### config.mk
export PLATFORM = sky130hd
export DESIGN_NAME = turn_controller
export DESIGN_NICKNAME = d
export VERILOG_FILES = /design/src/rtl/turn_controller_pkg.sv /design/src/rtl/turn_controller_edge_detect.sv /design/src/rtl/turn_controller.sv
export SDC_FILE = /design/constraint.sdc
export NUM_CORES = 1
export LEC_CHECK = 0
export CORE_MARGIN = 2
export CORE_UTILIZATION = 55
export CTS_BUF_LIST = sky130_fd_sc_hd__clkbuf_16
export DETAILED_ROUTE_END_ITERATION = 6
export PLACE_DENSITY = 0.84
export SYNTH_ARGS = -nofsm -noshare
export SYNTH_HDL_FRONTEND = slang
export SYNTH_SLANG_ARGS = --single-unit
### constraint.sdc
create_clock -name CLK -period 3.2 [get_ports CLK]
set_input_delay 0.48 -clock CLK [delete_from_list [all_inputs] [get_ports CLK]]
set_output_delay 0.48 -clock CLK [all_outputs]
set_load 0.01 [all_outputs]
### src/rtl/turn_controller_pkg.sv
`default_nettype none
// +----------------------------------------------------------------------+
// | Module   : turn_controller_pkg                                       |
// | Purpose  : Shared state codes and defaults for the turn controller   |
// | Revision : 1.0 - initial release                                     |
// +----------------------------------------------------------------------+
package turn_controller_pkg;

  // Default width of the completed half-move counter.
  localparam int MOVE_W_DEFAULT = 10;

  // FSM state codes; the numeric values are visible on the STATE port.
  typedef enum logic [2:0] {
    IDLE    = 3'd0,
    RUN_P1  = 3'd1,
    RUN_P2  = 3'd2,
    PAUSED  = 3'd3,
    TIMEOUT = 3'd4
  } state_e;

endpackage
`default_nettype wire

### src/rtl/turn_controller_edge_detect.sv
`default_nettype none
// +----------------------------------------------------------------------+
// | Module   : edge_detect                                               |
// | Purpose  : Rising-edge pulse from a pre-synchronized button level    |
// | Revision : 1.0 - initial release                                     |
// +----------------------------------------------------------------------+
module edge_detect (
  input  logic CLK,
  input  logic CLR,
  input  logic LEVEL,
  output logic PULSE
);

  logic level_q, level_d;
  logic arm_q, arm_d;

  // Track the previous level; arm only once the button has been seen low,
  // so a press held through reset release never produces a pulse.
  always_comb begin
    level_d = LEVEL;
    arm_d   = arm_q | ~LEVEL;
  end

  // Edge registers: cleared on reset, arm reflects the level at reset time.
  always_ff @(posedge CLK) begin
    if (CLR) begin
      level_q <= 1'b0;
      arm_q   <= ~LEVEL;
    end else begin
      level_q <= level_d;
      arm_q   <= arm_d;
    end
  end

  assign PULSE = LEVEL & ~level_q & arm_q;

endmodule
`default_nettype wire

### src/rtl/turn_controller.sv
`default_nettype none
// +----------------------------------------------------------------------+
// | Module   : turn_controller                                           |
// | Purpose  : Two-player chess-clock turn FSM with pause and timeout    |
// | Revision : 1.0 - initial release                                     |
// +----------------------------------------------------------------------+
module turn_controller
  import turn_controller_pkg::*;
#(
  parameter int MOVE_W = MOVE_W_DEFAULT
) (
  input  logic              CLK,
  input  logic              CLR,
  input  logic              CE,
  input  logic              START,
  input  logic              PAUSE,
  input  logic              BTN_P1,
  input  logic              BTN_P2,
  input  logic              OVERFLOW1,
  input  logic              OVERFLOW2,
  output logic              EN_P1,
  output logic              EN_P2,
  output logic              TMR_CLR,
  output logic              FLAG_P1,
  output logic              FLAG_P2,
  output logic [MOVE_W-1:0] MOVE_CNT,
  output logic [2:0]        STATE
);

  localparam logic [MOVE_W-1:0] CNT_MAX = '1;

  logic start_edge, pause_edge, p1_edge, p2_edge;

  state_e            state_q, state_d;
  state_e            resume_q, resume_d;
  logic [MOVE_W-1:0] move_cnt_q, move_cnt_d;
  logic              flag_p1_q, flag_p1_d;
  logic              flag_p2_q, flag_p2_d;
  logic              en_p1_q, en_p1_d;
  logic              en_p2_q, en_p2_d;
  logic              tmr_clr_q, tmr_clr_d;

  edge_detect u_ed_start (.CLK(CLK), .CLR(CLR), .LEVEL(START),  .PULSE(start_edge));
  edge_detect u_ed_pause (.CLK(CLK), .CLR(CLR), .LEVEL(PAUSE),  .PULSE(pause_edge));
  edge_detect u_ed_p1    (.CLK(CLK), .CLR(CLR), .LEVEL(BTN_P1), .PULSE(p1_edge));
  edge_detect u_ed_p2    (.CLK(CLK), .CLR(CLR), .LEVEL(BTN_P2), .PULSE(p2_edge));

  // Next-state and registered-output logic; CE low freezes everything and
  // drops the enables and clear pulse.
  always_comb begin
    state_d    = state_q;
    resume_d   = resume_q;
    move_cnt_d = move_cnt_q;
    flag_p1_d  = flag_p1_q;
    flag_p2_d  = flag_p2_q;
    tmr_clr_d  = 1'b0;
    en_p1_d    = 1'b0;
    en_p2_d    = 1'b0;

    if (CE) begin
      unique case (state_q)
        IDLE: begin
          if (start_edge) state_d = RUN_P1;
        end
        RUN_P1: begin
          // Own timer expiry beats the move button, which beats pause.
          if (OVERFLOW1) begin
            state_d   = TIMEOUT;
            flag_p1_d = 1'b1;
          end else if (p1_edge) begin
            state_d = RUN_P2;
            if (move_cnt_q != CNT_MAX) move_cnt_d = move_cnt_q + 1'b1;
          end else if (pause_edge) begin
            state_d  = PAUSED;
            resume_d = RUN_P1;
          end
        end
        RUN_P2: begin
          if (OVERFLOW2) begin
            state_d   = TIMEOUT;
            flag_p2_d = 1'b1;
          end else if (p2_edge) begin
            state_d = RUN_P1;
            if (move_cnt_q != CNT_MAX) move_cnt_d = move_cnt_q + 1'b1;
          end else if (pause_edge) begin
            state_d  = PAUSED;
            resume_d = RUN_P2;
          end
        end
        PAUSED: begin
          if (pause_edge) state_d = resume_q;
        end
        TIMEOUT: begin
          if (start_edge) begin
            state_d    = IDLE;
            tmr_clr_d  = 1'b1;
            flag_p1_d  = 1'b0;
            flag_p2_d  = 1'b0;
            move_cnt_d = '0;
          end
        end
        default: state_d = IDLE;
      endcase

      // Enables follow the state being entered, so they are mutually exclusive.
      en_p1_d = (state_d == RUN_P1);
      en_p2_d = (state_d == RUN_P2);
    end
  end

  // State and output registers with synchronous reset.
  always_ff @(posedge CLK) begin
    if (CLR) begin
      state_q    <= IDLE;
      resume_q   <= RUN_P1;
      move_cnt_q <= '0;
      flag_p1_q  <= 1'b0;
      flag_p2_q  <= 1'b0;
      en_p1_q    <= 1'b0;
      en_p2_q    <= 1'b0;
      tmr_clr_q  <= 1'b0;
    end else begin
      state_q    <= state_d;
      resume_q   <= resume_d;
      move_cnt_q <= move_cnt_d;
      flag_p1_q  <= flag_p1_d;
      flag_p2_q  <= flag_p2_d;
      en_p1_q    <= en_p1_d;
      en_p2_q    <= en_p2_d;
      tmr_clr_q  <= tmr_clr_d;
    end
  end

  assign EN_P1    = en_p1_q;
  assign EN_P2    = en_p2_q;
  assign TMR_CLR  = tmr_clr_q;
  assign FLAG_P1  = flag_p1_q;
  assign FLAG_P2  = flag_p2_q;
  assign MOVE_CNT = move_cnt_q;
  assign STATE    = state_q;

endmodule
`default_nettype wire

==> impl_metrics.env, run 1 <==
export IMPL_root_buffer="clkbuf_16"
export IMPL_finalSetupViolations=0
export IMPL_synth_edf_count=0
export IMPL_relSlewSlack_pct=54.76
export IMPL_syn_nets=172
export IMPL_fin_crit_sh_pct=70.90
export IMPL_synthesis_area_um2=1434
export IMPL_grt_pass1_wl_mm=5.388
export IMPL_cap_viol_max_count=0
export IMPL_start_kind="input pin"
export IMPL_hold_viol=0
export IMPL_yosysWarnings=0
export IMPL_synth_distinct_cells=48
export IMPL_peakVddDrop_mv=0.3626
export IMPL_crit_chain="clkdlybuf4s50_1 > inv_1 > a211o_4 > nand3b_4 > or4_1 > a21oi_1"
export IMPL_io_buffers=26
export IMPL_cts_clk_slew_worst_paths_ns=0.06
export IMPL_num_rows=18
export IMPL_dr_pass1_iters=4
export IMPL_wl_mm=3.452
export IMPL_endpoint_kind="flop"
export IMPL_avgViaCountPerCell=6.395
export IMPL_synthCells=162
export IMPL_post_route_min_period_ns=2.269
export IMPL_largest_reg_flops=10
export IMPL_core_area_um2=2477
export IMPL_wire_per_inst_um=16.06
export IMPL_fin_nets=197
export IMPL_cts_tree="done"
export IMPL_hold_ws_ns=0.4728
export IMPL_drive_gt1_share_pct=7.568
export IMPL_cp_max_fo=10
export IMPL_crit_slowest_cell="clkdlybuf4s50_1"
export IMPL_antennaDiodeCount=0
export IMPL_status="finished clean"
export IMPL_setup_ws_ns=0.9313
export IMPL_final_common_cell="dfxtp_1"
export IMPL_postCtsSetupBuffers=0
export IMPL_final_cell_mix="dfxtp_1, clkdlybuf4s50_1, nor2_1, inv_1, a21oi_1"
export IMPL_pin_count=27
export IMPL_grt_usage_pct=25.08
export IMPL_min_delay_path_class="reg -> reg"
export IMPL_post_route_drc_count=0
export IMPL_hpwl_mm=2.407
export IMPL_ys_seq_area_share_pct=39.09
export IMPL_setup_tns_ns=0
export IMPL_syn_to_final_growth_pct=23.73
export IMPL_async_reset_ff_share_pct=0
export IMPL_path_class="in -> reg"
export IMPL_ctsHtreeMaxLevel=1
export IMPL_arrival_ns=2.45
export IMPL_rsz0062_at_grt="false"
export IMPL_cts_path_max_buffers=2
export IMPL_powerDensity_nw_per_um2=436.4
export IMPL_place_congestion=0.8603
export IMPL_holdBufCountCts=0
export IMPL_grt_overflow=0
export IMPL_worst_slew_pin_transition_ns=0.6765
export IMPL_max_stage_delay_ns=0.63
export IMPL_fmax_mhz=440.8
export IMPL_ys_ff_latch=28
export IMPL_preCtsSetupSlack_ns=0.7322
export IMPL_start_util_pct=57.88
export IMPL_cts_sinks=28
export IMPL_grt_antenna_before_repair=0
export IMPL_p_leak_nw=0.6121
export IMPL_reg2reg_depth=5
export IMPL_slew_viol_final=0
export IMPL_die_h_um=55.06
export IMPL_grt_max_degree=22
export IMPL_ant_nets=0
export IMPL_fp_dieArea_um2=3032
export IMPL_cts_buffers=3
export IMPL_required_ns=3.38
export IMPL_vias=1375
export IMPL_drt_iter0_drc=57
export IMPL_fin_skew_ns=0.004313
export IMPL_whs_path_depth=2
export IMPL_dpl_cell_area_um2=1699
export IMPL_ctsResizeCount=0
export IMPL_finalInstanceArea_um2=1774
export IMPL_avgSynthCellArea_um2=8.851
export IMPL_clock_latency_ns=0.26
export IMPL_first_global_vias=1207
export IMPL_synth_ff_type="dfxtp_1"
export IMPL_dieWidth_um=55.06
==> worst max-delay path, delay by kind of cell <==
family,cells,cell delay [ns]
and+or+nand+nor,2,0.71
AOI/OAI and AO/OA,2,0.47
buffers and inverters,2,0.78
==> synthesized netlist by cell type (2+ instances only) <==
master	number	area, um2
a211oi_1	8	60.06
a21oi_1	11	55.05
a31oi_1	5	31.28
a41oi_1	3	26.28
and3_1	2	12.51
buf_2	2	10.01
clkbuf_1	3	11.26
dfxtp_1	28	560.5
inv_1	11	41.29
nand2_1	10	37.54
nand2b_1	4	25.02
nand3_1	6	30.03
nand3b_1	4	30.03
nand4b_1	2	17.52
nor2_1	12	45.04
nor2b_1	6	37.54
nor3b_2	2	25.02
nor4b_1	2	17.52
o211ai_1	2	15.01
o21ai_0	9	45.04
o32ai_1	3	26.28
==> final timing paths <==
path | from | endpoint | slack, ns
worst max-delay path | CE | MOVE_CNT[8] | 0.93
worst min-delay path | u_ed_p2.arm_q | u_ed_p2.arm_q | 0.47
worst max register to register | STATE[0] | MOVE_CNT[8] | 1.04
worst min register to register | u_ed_p2.arm_q | u_ed_p2.arm_q | 0.47
==> report_power, final <==
part	internal (mW)	switching [mW]
clock	0.166	0.113
combinational	0.0531	0.0652
sequential	0.361	0.0162
total	0.580	0.194
==> logic make-up after synthesis <==
family	count (synthesis)	share of synthesized area [%]
buf+inv	18	5.672
compound gates	52	25.66
xor+xnor	1	0.6109
flops	28	39.09
simple gates	61	27.40
fa+ha+maj	1	0.8725
mux	1	0.6981
==> metrics by stage <==
stage / utilization (%) / std cells / total power [mW]
floorplan: - / 162 / 0.4605
global placement: 68.59 / 212 / 0.4960
detailed placement: 68.59 / 212 / 0.4995
CTS: 71.62 / 215 / 0.7749
global route: 71.62 / 215 / 0.7997
finish: 71.62 / 215 / 0.7742
==> layer usage <==
layer	vias up	track usage, %	part of all wire, %
met1	649	30.79	41
li1	649	-	-
met4	0	13.82	2.6
met5	-	0	0
met2	68	41.47	50
met3	9	4.301	6.5
==> layout make-up <==
class / count / area, um2
Multi-Input combinational cell: 116 / 792.0
Timing Repair Buffer: 27 / 267.8
Tap cell: 30 / 37.54
Sequential cell: 28 / 560.5
Fill cell: 198 / 703.2
Clock buffer: 3 / 75.07
Inverter: 11 / 41.29
(Power assumes the default switching activity.)
==> run 2: changes to the inputs <==
- CORE_UTILIZATION: 55 -> 51
- PLACE_DENSITY: 0.84 -> 0.78
- clock period: 3.2 -> 2.2 ns (I/O delays scaled with it)
==> impl_metrics.env, run 2 (synthesis results as in run 1) <==
export IMPL_slew_viol_final=0
export IMPL_root_buffer="clkbuf_16"
export IMPL_wire_per_inst_um=14.76
export IMPL_wl_mm=3.335
export IMPL_grt_max_degree=22
export IMPL_power_switching_uw=296.4
export IMPL_rsz0062_at_grt="false"
export IMPL_cap_viol_max_count=0
export IMPL_cp_max_fo=13
export IMPL_setup_tns_ns=0
export IMPL_path_class="reg -> reg"
export IMPL_vias=1351
export IMPL_finalSetupViolations=0
export IMPL_grt_usage_pct=22.31
export IMPL_relSlewSlack_pct=68.09
export IMPL_ctsResizeCount=0
export IMPL_grt_antenna_before_repair=0
export IMPL_fin_skew_ns=0.003159
export IMPL_worst_slew_pin_transition_ns=0.4765
export IMPL_status="finished clean"
export IMPL_final_common_cell="dfxtp_1"
export IMPL_die_h_um=57.03
export IMPL_dieWidth_um=57.03
export IMPL_finalInstanceArea_um2=1859
export IMPL_holdBufCountCts=0
export IMPL_avgViaCountPerCell=5.978
export IMPL_cts_clk_slew_worst_paths_ns=0.07
export IMPL_arrival_ns=2.25
export IMPL_fill_cells=221
export IMPL_cts_sinks=28
export IMPL_grtUsageMet1_pct=31.44
export IMPL_fin_crit_sh_pct=93.19
export IMPL_seqPwrFrac_pct=47.1
export IMPL_p_leak_nw=0.6640
export IMPL_fmax_mhz=487.8
export IMPL_clkPwrFrac_pct=36.6
export IMPL_pin_count=27
export IMPL_required_ns=2.40
export IMPL_pwr_share_comb_pct=16.3
export IMPL_p_sw_share_pct=25.61
export IMPL_drt_iter0_drc=73
export IMPL_grt_overflow=0
export IMPL_core_area_um2=2710
export IMPL_grt_pass1_wl_mm=5.747
export IMPL_whs_path_depth=2
export IMPL_start_util_pct=52.91
export IMPL_ant_nets=0
export IMPL_hold_viol=0
export IMPL_reg2reg_depth=5
export IMPL_setup_ws_ns=0.1498
export IMPL_seq_area_um2=560.5
export IMPL_num_rows=19
export IMPL_preCtsSetupSlack_ns=0.03373
export IMPL_drive_gt1_share_pct=11.79
export IMPL_use_met2_pct=33.83
export IMPL_cts_buffers=3
export IMPL_hpwl_mm=2.407
export IMPL_dpl_cell_area_um2=1780
export IMPL_powerDensity_nw_per_um2=622.6
export IMPL_post_route_drc_count=0
export IMPL_clock_latency_ns=0.27
export IMPL_post_route_min_period_ns=2.050
export IMPL_p_int_uw=861.1
export IMPL_fin_nets=206
export IMPL_use_met3_pct=3.175
export IMPL_place_congestion=0.8639
export IMPL_peakVddDrop_mv=0.4997
export IMPL_antennaDiodeCount=0
export IMPL_endpoint_kind="flop"
export IMPL_cts_tree="done"
export IMPL_first_global_vias=1258
export IMPL_dr_pass1_iters=5
export IMPL_final_cell_mix="dfxtp_1, clkdlybuf4s50_1, nor2_1, inv_1, a21oi_1"
export IMPL_busiest_layer="met2"
export IMPL_syn_to_final_growth_pct=29.67
export IMPL_io_buffers=26
export IMPL_fp_dieArea_um2=3252
export IMPL_min_delay_path_class="reg -> reg"
export IMPL_ctsHtreeMaxLevel=1
export IMPL_postCtsSetupBuffers=0
export IMPL_largest_reg_flops=10
export IMPL_multiInputGateArea_um2=792.0
export IMPL_start_kind="flop"
export IMPL_cts_path_max_buffers=2
-- run 2: cell count changes in the layout (fill, tap and decap cells not counted) --
cell	previous run	this run
clkinv_1	0	1
buf_4	1	9
buf_12	0	1
-- run 2: final cells by class --
class / instances / share of cell area (%)
clock buffers: 3 / 4.038
clock inverters: 1 / 0.2019
inverters: 11 / 2.221
multi-input cells: 116 / 42.60
flip-flops and latches: 28 / 30.15
well taps: 31 / 2.086
repair buffers: 36 / 18.71
-- run 2: power groups by stage --
stage | clock [mW] | sequential, mW | combinational [mW]
3_5_place_dp | 0 | 0.557 | 0.187
6_report | 0.423 | 0.545 | 0.189
3_3_place_gp | 0 | 0.556 | 0.183
2_1_floorplan | 0 | 0.551 | 0.118
5_1_grt | 0.446 | 0.548 | 0.209
4_1_cts | 0.427 | 0.545 | 0.188
-- run 2: final timing paths --
path	start	endpoint	slack (ns)
worst min-delay path	u_ed_pause.arm_q	u_ed_pause.arm_q	0.47
worst max register to register	STATE[0]	MOVE_CNT[8]	0.15
worst max-delay path	STATE[0]	MOVE_CNT[8]	0.15
worst min register to register	u_ed_pause.arm_q	u_ed_pause.arm_q	0.47
-- run 2: stage by stage --
stage	hold WS, ns	std cells	util, %	power, mW
finish	0.4697	226	68.61	1.158
global route	0.5144	226	68.61	1.203
CTS	0.4740	226	68.61	1.160
detailed placement	0.4603	222	65.70	0.7437
global placement	0.4543	222	65.70	0.7388
floorplan	0.4062	162	-	0.6698
-- run 2: per-layer routing --
layer | part of all wire [%] | vias up
met1 | 46 | 622
met2 | 46 | 51
met3 | 6.8 | 5
met5 | 0 | -
li1 | - | 673
met4 | 1.6 | 0
-- run 2: worst max-delay path: stages (launching register included) --
cell and delay (ns):
dfxtp_1 0.60, nor3b_2 0.18, a211o_4 0.40, nand3b_4 0.17
or4_1 0.49, a21oi_1 0.15
